[src/rtl/button_conditioner.sv]
// rtl/button_conditioner.sv - two-channel button synchronizer, debouncer and press/release/long-press strobe generator
module button_conditioner #(
  parameter int DEBOUNCE_CYCLES   = 4,
  parameter int LONG_PRESS_CYCLES = 32
) (
  input  logic       clk,
  input  logic       rst_n,
  input  logic       button_0,
  input  logic       button_1,
  output logic [1:0] btn_level,
  output logic [1:0] btn_press,
  output logic [1:0] btn_release,
  output logic [1:0] btn_long
);

  localparam int CW = $clog2(DEBOUNCE_CYCLES + 1);
  localparam int HW = $clog2(LONG_PRESS_CYCLES + 1);

  localparam logic [CW-1:0] CNT_MAX   = CW'(DEBOUNCE_CYCLES);
  localparam logic [CW-1:0] CNT_ONE   = CW'(1);
  localparam logic [HW-1:0] HOLD_MAX  = HW'(LONG_PRESS_CYCLES);
  localparam logic [HW-1:0] HOLD_LAST = HW'(LONG_PRESS_CYCLES - 1);
  localparam logic [HW-1:0] HOLD_ONE  = HW'(1);

  typedef enum logic [1:0] {
    ST_RELEASED,
    ST_CHK_PRESS,
    ST_PRESSED,
    ST_CHK_RELEASE
  } state_e;

  logic [1:0] raw;
  assign raw = {button_1, button_0};

  for (genvar g = 0; g < 2; g++) begin : g_chan
    logic          sync1_q, sync1_d;
    logic          sync2_q, sync2_d;
    state_e        state_q, state_d;
    logic [CW-1:0] cnt_q, cnt_d;
    logic [HW-1:0] hold_q, hold_d;
    logic          level_q, level_d;
    logic          press_q, press_d;
    logic          release_q, release_d;
    logic          long_q, long_d;
    logic          pressed;

    always_comb begin
      sync1_d   = raw[g];
      sync2_d   = sync1_q;
      pressed   = ~sync2_q;
      state_d   = state_q;
      cnt_d     = cnt_q;
      hold_d    = hold_q;
      press_d   = 1'b0;
      release_d = 1'b0;
      long_d    = 1'b0;

      case (state_q)
        ST_RELEASED: begin
          if (pressed) begin
            state_d = ST_CHK_PRESS;
            cnt_d   = CNT_ONE;
          end else begin
            cnt_d   = '0;
          end
        end
        ST_CHK_PRESS: begin
          if (!pressed) begin
            state_d = ST_RELEASED;
            cnt_d   = '0;
          end else if (cnt_q == CNT_MAX) begin
            state_d = ST_PRESSED;
            press_d = 1'b1;
            hold_d  = '0;
            cnt_d   = '0;
          end else begin
            cnt_d   = cnt_q + CNT_ONE;
          end
        end
        ST_PRESSED: begin
          // Saturating hold count; the long strobe marks only the step onto the limit.
          if (hold_q != HOLD_MAX) begin
            hold_d = hold_q + HOLD_ONE;
            long_d = (hold_q == HOLD_LAST);
          end
          if (!pressed) begin
            state_d = ST_CHK_RELEASE;
            cnt_d   = CNT_ONE;
          end
        end
        ST_CHK_RELEASE: begin
          if (pressed) begin
            state_d = ST_PRESSED;
            cnt_d   = '0;
          end else if (cnt_q == CNT_MAX) begin
            state_d   = ST_RELEASED;
            release_d = 1'b1;
            hold_d    = '0;
            cnt_d     = '0;
          end else begin
            cnt_d     = cnt_q + CNT_ONE;
          end
        end
        default: begin
          state_d = ST_RELEASED;
          cnt_d   = '0;
          hold_d  = '0;
        end
      endcase

      level_d = (state_d == ST_PRESSED) || (state_d == ST_CHK_RELEASE);
    end

    always_ff @(posedge clk or negedge rst_n) begin
      if (!rst_n) begin
        sync1_q   <= 1'b1;
        sync2_q   <= 1'b1;
        state_q   <= ST_RELEASED;
        cnt_q     <= '0;
        hold_q    <= '0;
        level_q   <= 1'b0;
        press_q   <= 1'b0;
        release_q <= 1'b0;
        long_q    <= 1'b0;
      end else begin
        sync1_q   <= sync1_d;
        sync2_q   <= sync2_d;
        state_q   <= state_d;
        cnt_q     <= cnt_d;
        hold_q    <= hold_d;
        level_q   <= level_d;
        press_q   <= press_d;
        release_q <= release_d;
        long_q    <= long_d;
      end
    end

    assign btn_level[g]   = level_q;
    assign btn_press[g]   = press_q;
    assign btn_release[g] = release_q;
    assign btn_long[g]    = long_q;
  end

endmodule

[config.mk]
export PLATFORM = sky130hd
export DESIGN_NAME = button_conditioner
export DESIGN_NICKNAME = d
export VERILOG_FILES = /design/src/rtl/button_conditioner.sv
export SDC_FILE = /design/constraint.sdc
export NUM_CORES = 1
export LEC_CHECK = 0
export ABC_AREA = 0
export ABC_CLOCK_PERIOD_IN_PS = 2000
export CELL_PAD_IN_SITES_DETAIL_PLACEMENT = 1
export CELL_PAD_IN_SITES_GLOBAL_PLACEMENT = 1
export CORE_UTILIZATION = 45
export DETAILED_ROUTE_END_ITERATION = 8
export MAX_ROUTING_LAYER = met4
export PLACE_DENSITY = 0.78
export SETUP_SLACK_MARGIN = 0.3
export SLEW_MARGIN = 20
export SYNTH_ARGS = -nofsm -noshare
export SYNTH_HDL_FRONTEND = slang
export SYNTH_SLANG_ARGS = --single-unit
[constraint.sdc]
create_clock -name clk -period 2 [get_ports clk]
set_clock_uncertainty 0.2 [all_clocks]
set_input_delay 0.2 -clock clk [delete_from_list [all_inputs] [get_ports clk]]
set_output_delay 0.2 -clock clk [all_outputs]
set_load 0.02 [all_outputs]
==> results.cfg, run 1 <==
[floorplan]
die_h_um = 61.9
rows = 21
fp.dieW_um = 61.9
start_util = 0.477
pin_count = 12
die_area_um2 = 3840
coreArea_um2 = 3390

[drt]
highest_layer = met4
wl_met2_mm = 2.02
met1_length_mm = 1.54
drt_wl_total_mm = 3.72
drc = 0
via_count = 1191
dr.pass1.iters = 4
via_per_inst = 5.46
wl_per_cell_um = 17.1
drtIter0Drc = 19
antenna_left = 0
wl_met3_um = 94

[setup_path]
crit_path_top_delay_cell = dfrtp_2
crit_path_start_kind = register
reg2reg_from = g_chan[0].hold_q[4]
critical_path_arrival_ps = 1720
rrSetupSlack_ps = 310
crit_path_max_incr_delay_ps = 480
end_kind = register
crit_start = g_chan[0].hold_q[4]
worst_r2r_path_depth = 4
worst-path-max-fanout = 6
cp.required_ps = 2020
endpoint = g_chan[0].hold_q[5]
crit_chain = nor4b_4, a21oi_4, and3_4, a211o_1
reg2reg_to = g_chan[0].hold_q[5]
critical_path_class = reg2reg

[yosys]
async_flop_share = 1.00
yosysUniqueCellTypes = 38
yosys-top-cells-area = dfrtp_1 45%, dfstp_2 6.5%, ha_1 6.2%
netlist_instances = 147
syn_nets = 159
syn-cell-area_um2 = 1620
synth-seq-cells = 33
synth_edf_count = 0
synth_top_cell_by_area = dfrtp_1
yosysWarnings = 0
synth.avg_cell_area_um2 = 11.0
yosysTopAreaCellShare = 0.449
synth_flop_cell = dfrtp_1
seq_area_frac_synth = 0.514

[global_routing]
first_global_vias = 1189
grtUsageTotal = 0.208
antenna_found_initial = 0
grt_overflow = 0
grt_max_degree = 34
grt_pass1_wl_mm = 5.54

[timing]
tightest_slew_ps = 425
whs_ps = 69.3
setup_ws_ps = 308
min_period_ps = 1690
tns_ps = 0
slew_viol_final = 0
post-route-period-util = 0.846
clock.fmax_ghz = 0.591
rsz0062_at_grt = yes
setup_viol_count_final = 0
maxSlewHeadroom = 0.717
hold_viol = 0

[layout]
finalNonFillerCells = 218
finish.instance_area_um2 = 1990
fill_cells = 361
antenna_cells = 0
post-route-util = 0.587
area_growth_pct = 23.0
layout_commonest_cell = dfrtp_1
final_cell_mix = 21 x dfrtp_1, 17 x buf_4, 11 x nand2_1
layout-drive-gt1-share = 0.308
nets = 183

[power]
switching_share = 0.339
power.share.clock = 0.213
powerDensity_nw_per_um2 = 846
p_int_mw = 1.11
p_comb_frac = 0.273
switchingPower_mw = 0.570
total_power_mw = 1.68
ir_drop_uv = 577
p_seq_frac = 0.514
p_leak_nw = 0.978

[clocking]
htree_levels = 2
worst_skew_pair.late_latency_ps = 330
cts-root-buf = clkbuf_4
cts_max_path_buffers = 2
path_clk_slew_ps = 100
cts_tree = done
cts_inserted_buffers = 5
clock-sinks = 33

[outcome]
status = completed

[place]
placed_cells = 199
pre_cts_ws_ps = 232
place.gp.congestion = 0.841
place_area_um2 = 1750
numPortBuffers = 11
hpwl_mm = 2.32

[job]
maxCapViolations = 0

[min_path]
hold_class = in2async
[power groups by stage]
| stage | registers [mW] | clock network (mW) | logic (mW) |
|---|---|---|---|
| after floorplan | 0.839 | 0 | 0.280 |
| after global placement | 0.864 | 0 | 0.346 |
| after detailed placement | 0.873 | 0 | 0.370 |
| after CTS | 0.864 | 0.362 | 0.402 |
| after global routing | 0.880 | 0.401 | 0.519 |
| final | 0.864 | 0.359 | 0.459 |
[layout make-up]
| type | count | area [um2] | share of cell area |
|---|---|---|---|
| repair buffers | 28 | 251 | 0.126 |
| clock buffers | 6 | 41.3 | 0.0208 |
| flip-flops and latches | 33 | 841 | 0.423 |
| multi-input cells | 93 | 749 | 0.377 |
| clock inverters | 2 | 10.0 | 0.00503 |
| inverters | 10 | 37.5 | 0.0189 |
| well taps | 46 | 57.6 | 0.0289 |
[Yosys cell counts (all sizes together), types with 5 or more instances]
cell type and instances:
dfrtp 29, nand3 9, o21ai 5, a21oi 7, inv 10, nand2 11
ha 8, buf 11
[critical path: cells and delay by family, from the launching register on]
family / cells / cell delay (ps)
AND/OR/NAND/NOR: 2 / 550
AO/OA/AOI/OAI: 2 / 360
flip-flops: 1 / 480
[per-layer routing]
metal / vias up / global-route usage
li1: 559 / -
met1: 603 / 0.245
met2: 21 / 0.353
met3: 8 / 0.0435
met4: 0 / 0.0730
met5: - / -
[registers in the layout, summed over array words and instances (netlist names)]
register / count
g_chan.hold_q: 12
g_chan.press_q: 2
g_chan.cnt_q: 6
g_chan.release_q: 2
g_chan.long_q: 2
g_chan.sync1_q: 2
g_chan.sync2_q: 2
g_chan.state_q: 3
g_chan.level_q: 2
[cells by family (layout without fill, tap and decap cells)]
kind of cell    after synthesis  after routing  share of synthesized area
flops                        33             33                      0.514
compound gates               29             29                      0.133
fa+ha+maj                     8              8                     0.0619
mux                           3              3                     0.0201
buf+inv                      21             46                     0.0712
simple gates                 47             47                      0.167
xor+xnor                      6              6                     0.0325
[worst min-delay path by stage]
stage / end / slack, ps / depth (start not counted)
3_3_place_gp: g_chan[0].sync2_q / 150 / 0
2_1_floorplan: g_chan[0].cnt_q[0] / -300 / 0
5_1_grt: g_chan[1].sync1_q / 60 / 1
4_1_cts: g_chan[1].sync1_q / 70 / 1
6_report: g_chan[1].hold_q[0] / 70 / 2
3_5_place_dp: g_chan[0].sync2_q / 150 / 0
[repair_timing]
action	in CTS	in global routing
pin swaps	2	6
setup buffers	4	7
hold buffers	0	0
resized for setup	12	17
setup endpoints to repair	6	17
Note: power is estimated with default switching activity, not from simulation.
==> run 2, diff against run 1 <==
--- a/config.mk
+++ b/config.mk
@@ -6,7 +6,7 @@
 export NUM_CORES = 1
 export LEC_CHECK = 0
 export ABC_AREA = 0
-export ABC_CLOCK_PERIOD_IN_PS = 2000
+export ABC_CLOCK_PERIOD_IN_PS = 1600
 export CELL_PAD_IN_SITES_DETAIL_PLACEMENT = 1
 export CELL_PAD_IN_SITES_GLOBAL_PLACEMENT = 1
 export CORE_UTILIZATION = 45
==> constraint.sdc (replaced) <==
create_clock -name clk -period 1.6 [get_ports clk]
set_clock_uncertainty 0.2 [all_clocks]
set_input_delay 0.16 -clock clk [delete_from_list [all_inputs] [get_ports clk]]
set_output_delay 0.16 -clock clk [all_outputs]
set_load 0.02 [all_outputs]
==> run 2 against run 1 <==
Against the previous run:
- the flow now stops in global routing
- area after synthesis is the same
- synthesized cell count unchanged
==> results.cfg, run 2 <==
[outcome]
status = did not finish
lastStage = global routing
error = [ERROR DPL-0033] detailed placement checks failed during check placement.

[floorplan]
pin_count = 12
start_util = 0.477
rows = 21
die_h_um = 61.9
fp.dieW_um = 61.9

[timing]
worst_endpoint_kind = register data pin
worstEndpointGrtRepair = g_chan[0].hold_q[5]$_DFFE_PN0P_/D

[yosys]
synth.avg_cell_area_um2 = 11.0
yosysUniqueCellTypes = 38
synth-seq-cells = 33
syn-cell-area_um2 = 1620
synth_commonest_cells = 29 x dfrtp_1, 11 x nand2_1, 10 x inv_1, 9 x buf_4, 9 x nand3_1
netlist_instances = 147
synth_top_cell_by_area = dfrtp_1
seq_area_frac_synth = 0.514
synth_flop_cell = dfrtp_1
yosysTopAreaCellShare = 0.449
syn_nets = 159
synth_edf_count = 0
yosysMostFrequentCell = dfrtp_1
async_flop_share = 1.00
yosysWarnings = 0
yosys-top-cells-area = dfrtp_1 45%, dfstp_2 6.5%, ha_1 6.2%

[place]
place.gp.congestion = 0.809
hpwl_mm = 2.73
numPortBuffers = 11

[clocking]
htree_levels = 2
cts_inserted_buffers = 5
cts_max_path_buffers = 2
clock-sinks = 33
cts-root-buf = clkbuf_4

[global_routing]
antenna_found_initial = 0
grt_max_degree = 34
## run 2: cell counts after synthesis
No cell type changed its count.
## run 2: timing repair
item	4_1_cts
gates resized for setup	96
endpoints found under the setup margin	37
hold buffers	1
hold endpoints to repair	29
pin swaps	29
buffers inserted	16
cloned	0
## run 2: per-stage QoR
stage	hold WS [ps]	setup WS (ps)	setup TNS (ps)	instance area (um2)	std cells
2_1_floorplan	-336	39.7	0	1740	147
3_3_place_gp	147	45.7	0	2010	217
3_5_place_dp	147	-33.8	-58.5	2010	217
4_1_cts	7.76	-19.8	-48.9	2440	242
## run 2: cells by family after synthesis
kind of cell | Yosys count | share of synthesized area
buffers and inverters | 21 | 0.0712
flip-flops | 33 | 0.514
multiplexers | 3 | 0.0201
adder cells (fa/ha/maj) | 8 | 0.0619
XOR/XNOR | 6 | 0.0325
AO/OA/AOI/OAI | 29 | 0.133
AND/OR/NAND/NOR | 47 | 0.167
==> run 3, diff against run 2 <==
==> config.mk (replaced) <==
export PLATFORM = sky130hd
export DESIGN_NAME = button_conditioner
export DESIGN_NICKNAME = d
export VERILOG_FILES = /design/src/rtl/button_conditioner.sv
export SDC_FILE = /design/constraint.sdc
export NUM_CORES = 1
export LEC_CHECK = 0
export ABC_AREA = 0
export ABC_CLOCK_PERIOD_IN_PS = 1600
export CORE_UTILIZATION = 40
export DETAILED_ROUTE_END_ITERATION = 8
export PLACE_DENSITY_LB_ADDON = 0.15
export SLEW_MARGIN = 20
export SYNTH_ARGS = -nofsm -noshare
export SYNTH_HDL_FRONTEND = slang
export SYNTH_SLANG_ARGS = --single-unit
==> run 3 against run 2 <==
Against the previous run:
- the flow now finishes, with violations (negative setup slack)
==> results.cfg, run 3 (same netlist as run 1, synthesis figures left out) <==
[drt]
met1_length_mm = 1.42
via_count = 1185
drt_wl_total_mm = 3.07
antenna_left = 0
drtIter0Drc = 64
drc = 0
wl_met2_mm = 1.50
dr.pass1.iters = 4
via_per_inst = 5.09
wl_met3_um = 111
highest_layer = met4
wl_per_cell_um = 13.2

[timing]
whs_ps = 27.2
tightest_slew_ps = 363
min_period_ps = 1620
setup_viol_count_final = 1
clock.fmax_ghz = 0.619
setup_ws_ps = -15.7
rsz0062_at_grt = yes
maxSlewHeadroom = 0.755
hold_viol = 0
post-route-period-util = 1.01
slew_viol_final = 0

[power]
p_leak_nw = 1.01
ir_drop_uv = 666
total_power_mw = 2.53
powerDensity_nw_per_um2 = 1180

[layout]
layout_commonest_cell = dfrtp_1
layout-drive-gt1-share = 0.330
multi_input_area_um2 = 749
register_area_um2 = 831
nets = 196
largest_reg_flops = 12
reg_top3 = g_chan.hold_q x12, g_chan.cnt_q x6, g_chan.state_q x3
final_cell_mix = 29 x dfrtp_1, 28 x buf_4, 11 x nand2_1
area_growth_pct = 33.0
regMostFlops = g_chan.hold_q
fill_cells = 315
antenna_cells = 0

[floorplan]
die_h_um = 65.6
die_area_um2 = 4300
start_util = 0.429
pin_count = 12
coreArea_um2 = 3770
rows = 22
fp.dieW_um = 65.6

[outcome]
status = complete, but fails checks
violations = negative setup slack

[global_routing]
grt_overflow = 0
first_global_vias = 1210
grt_pass1_wl_mm = 5.29
antenna_found_initial = 0
grt_max_degree = 34
grtUsageTotal = 0.163

[setup_path]
rrSetupSlack_ps = -20
critical_path_arrival_ps = 1580
crit_start = g_chan[0].hold_q[3]
cp.required_ps = 1570
reg2reg_from = g_chan[0].hold_q[3]
critical_path_class = reg2reg
end_kind = register
crit_path_start_kind = register
worst-path-max-fanout = 3

[clocking]
cts_inserted_buffers = 5
path_clk_slew_ps = 70
worst_skew_pair.late_latency_ps = 280
cts_tree = done
clock-sinks = 33
htree_levels = 2
cts-root-buf = clkbuf_8
cts_max_path_buffers = 2

[job]
maxCapViolations = 0

[min_path]
hold_class = in2async

[place]
pre_cts_ws_ps = -14.6
numPortBuffers = 11
hpwl_mm = 2.13
place.gp.congestion = 0.847
## run 3: through the flow
stage	cell area (um2)	cells	TNS (ps)	util
floorplan	1620	147	-4.32	-
global placement	1940	223	0	0.514
detailed placement	1940	223	-14.6	0.514
CTS	2060	231	-13.0	0.547
global route	2150	233	-241	0.570
finish	2150	233	-15.7	0.570
## run 3: critical path, stage by stage (launching register included)
cell     delay [ps]
dfrtp_1         420
nand3_2         110
or3_4           380
and3_4          180
a211o_1         220
## run 3: cell type report
type	count	share of cell area
well taps	48	0.0279
inverters	10	0.0175
flip-flops and latches	33	0.386
clock buffers	7	0.0402
multi-input cells	93	0.349
clock inverters	1	0.0140
repair buffers	41	0.165
## run 3: what timing repair did
| item | in CTS | in global routing |
|---|---|---|
| hold buffers | 0 | 0 |
| resized for setup | 3 | 15 |
| pin swaps | 1 | 11 |
| setup buffers | 0 | 2 |
| setup endpoints to repair | 5 | 12 |
## run 3: where the power goes
group / total (mW) / internal [mW] / leakage [nW] / switching [mW]
logic: 0.705 / 0.356 / 0.521 / 0.348
clock network: 0.808 / 0.508 / 0.0585 / 0.300
registers: 1.02 / 0.946 / 0.432 / 0.0736
total: 2.53 / 1.81 / 1.01 / 0.722
## run 3: path summary, 6_finish.rpt
check,end,cells past startpoint
setup / recovery,g_chan[0].hold_q[5],4
hold / removal,g_chan[1].hold_q[2],2
setup reg to reg,g_chan[0].hold_q[5],4
hold reg to reg,g_chan[1].sync2_q,0
max in group asynchronous,g_chan[0].sync2_q,2
min in group clk,g_chan[1].sync1_q,1
## run 3: per-layer routing
layer,track usage,vias to the layer above
li1,-,584
met1,0.200,577
met2,0.269,20
met3,0.0503,4
met4,0.0571,0
met5,0,-
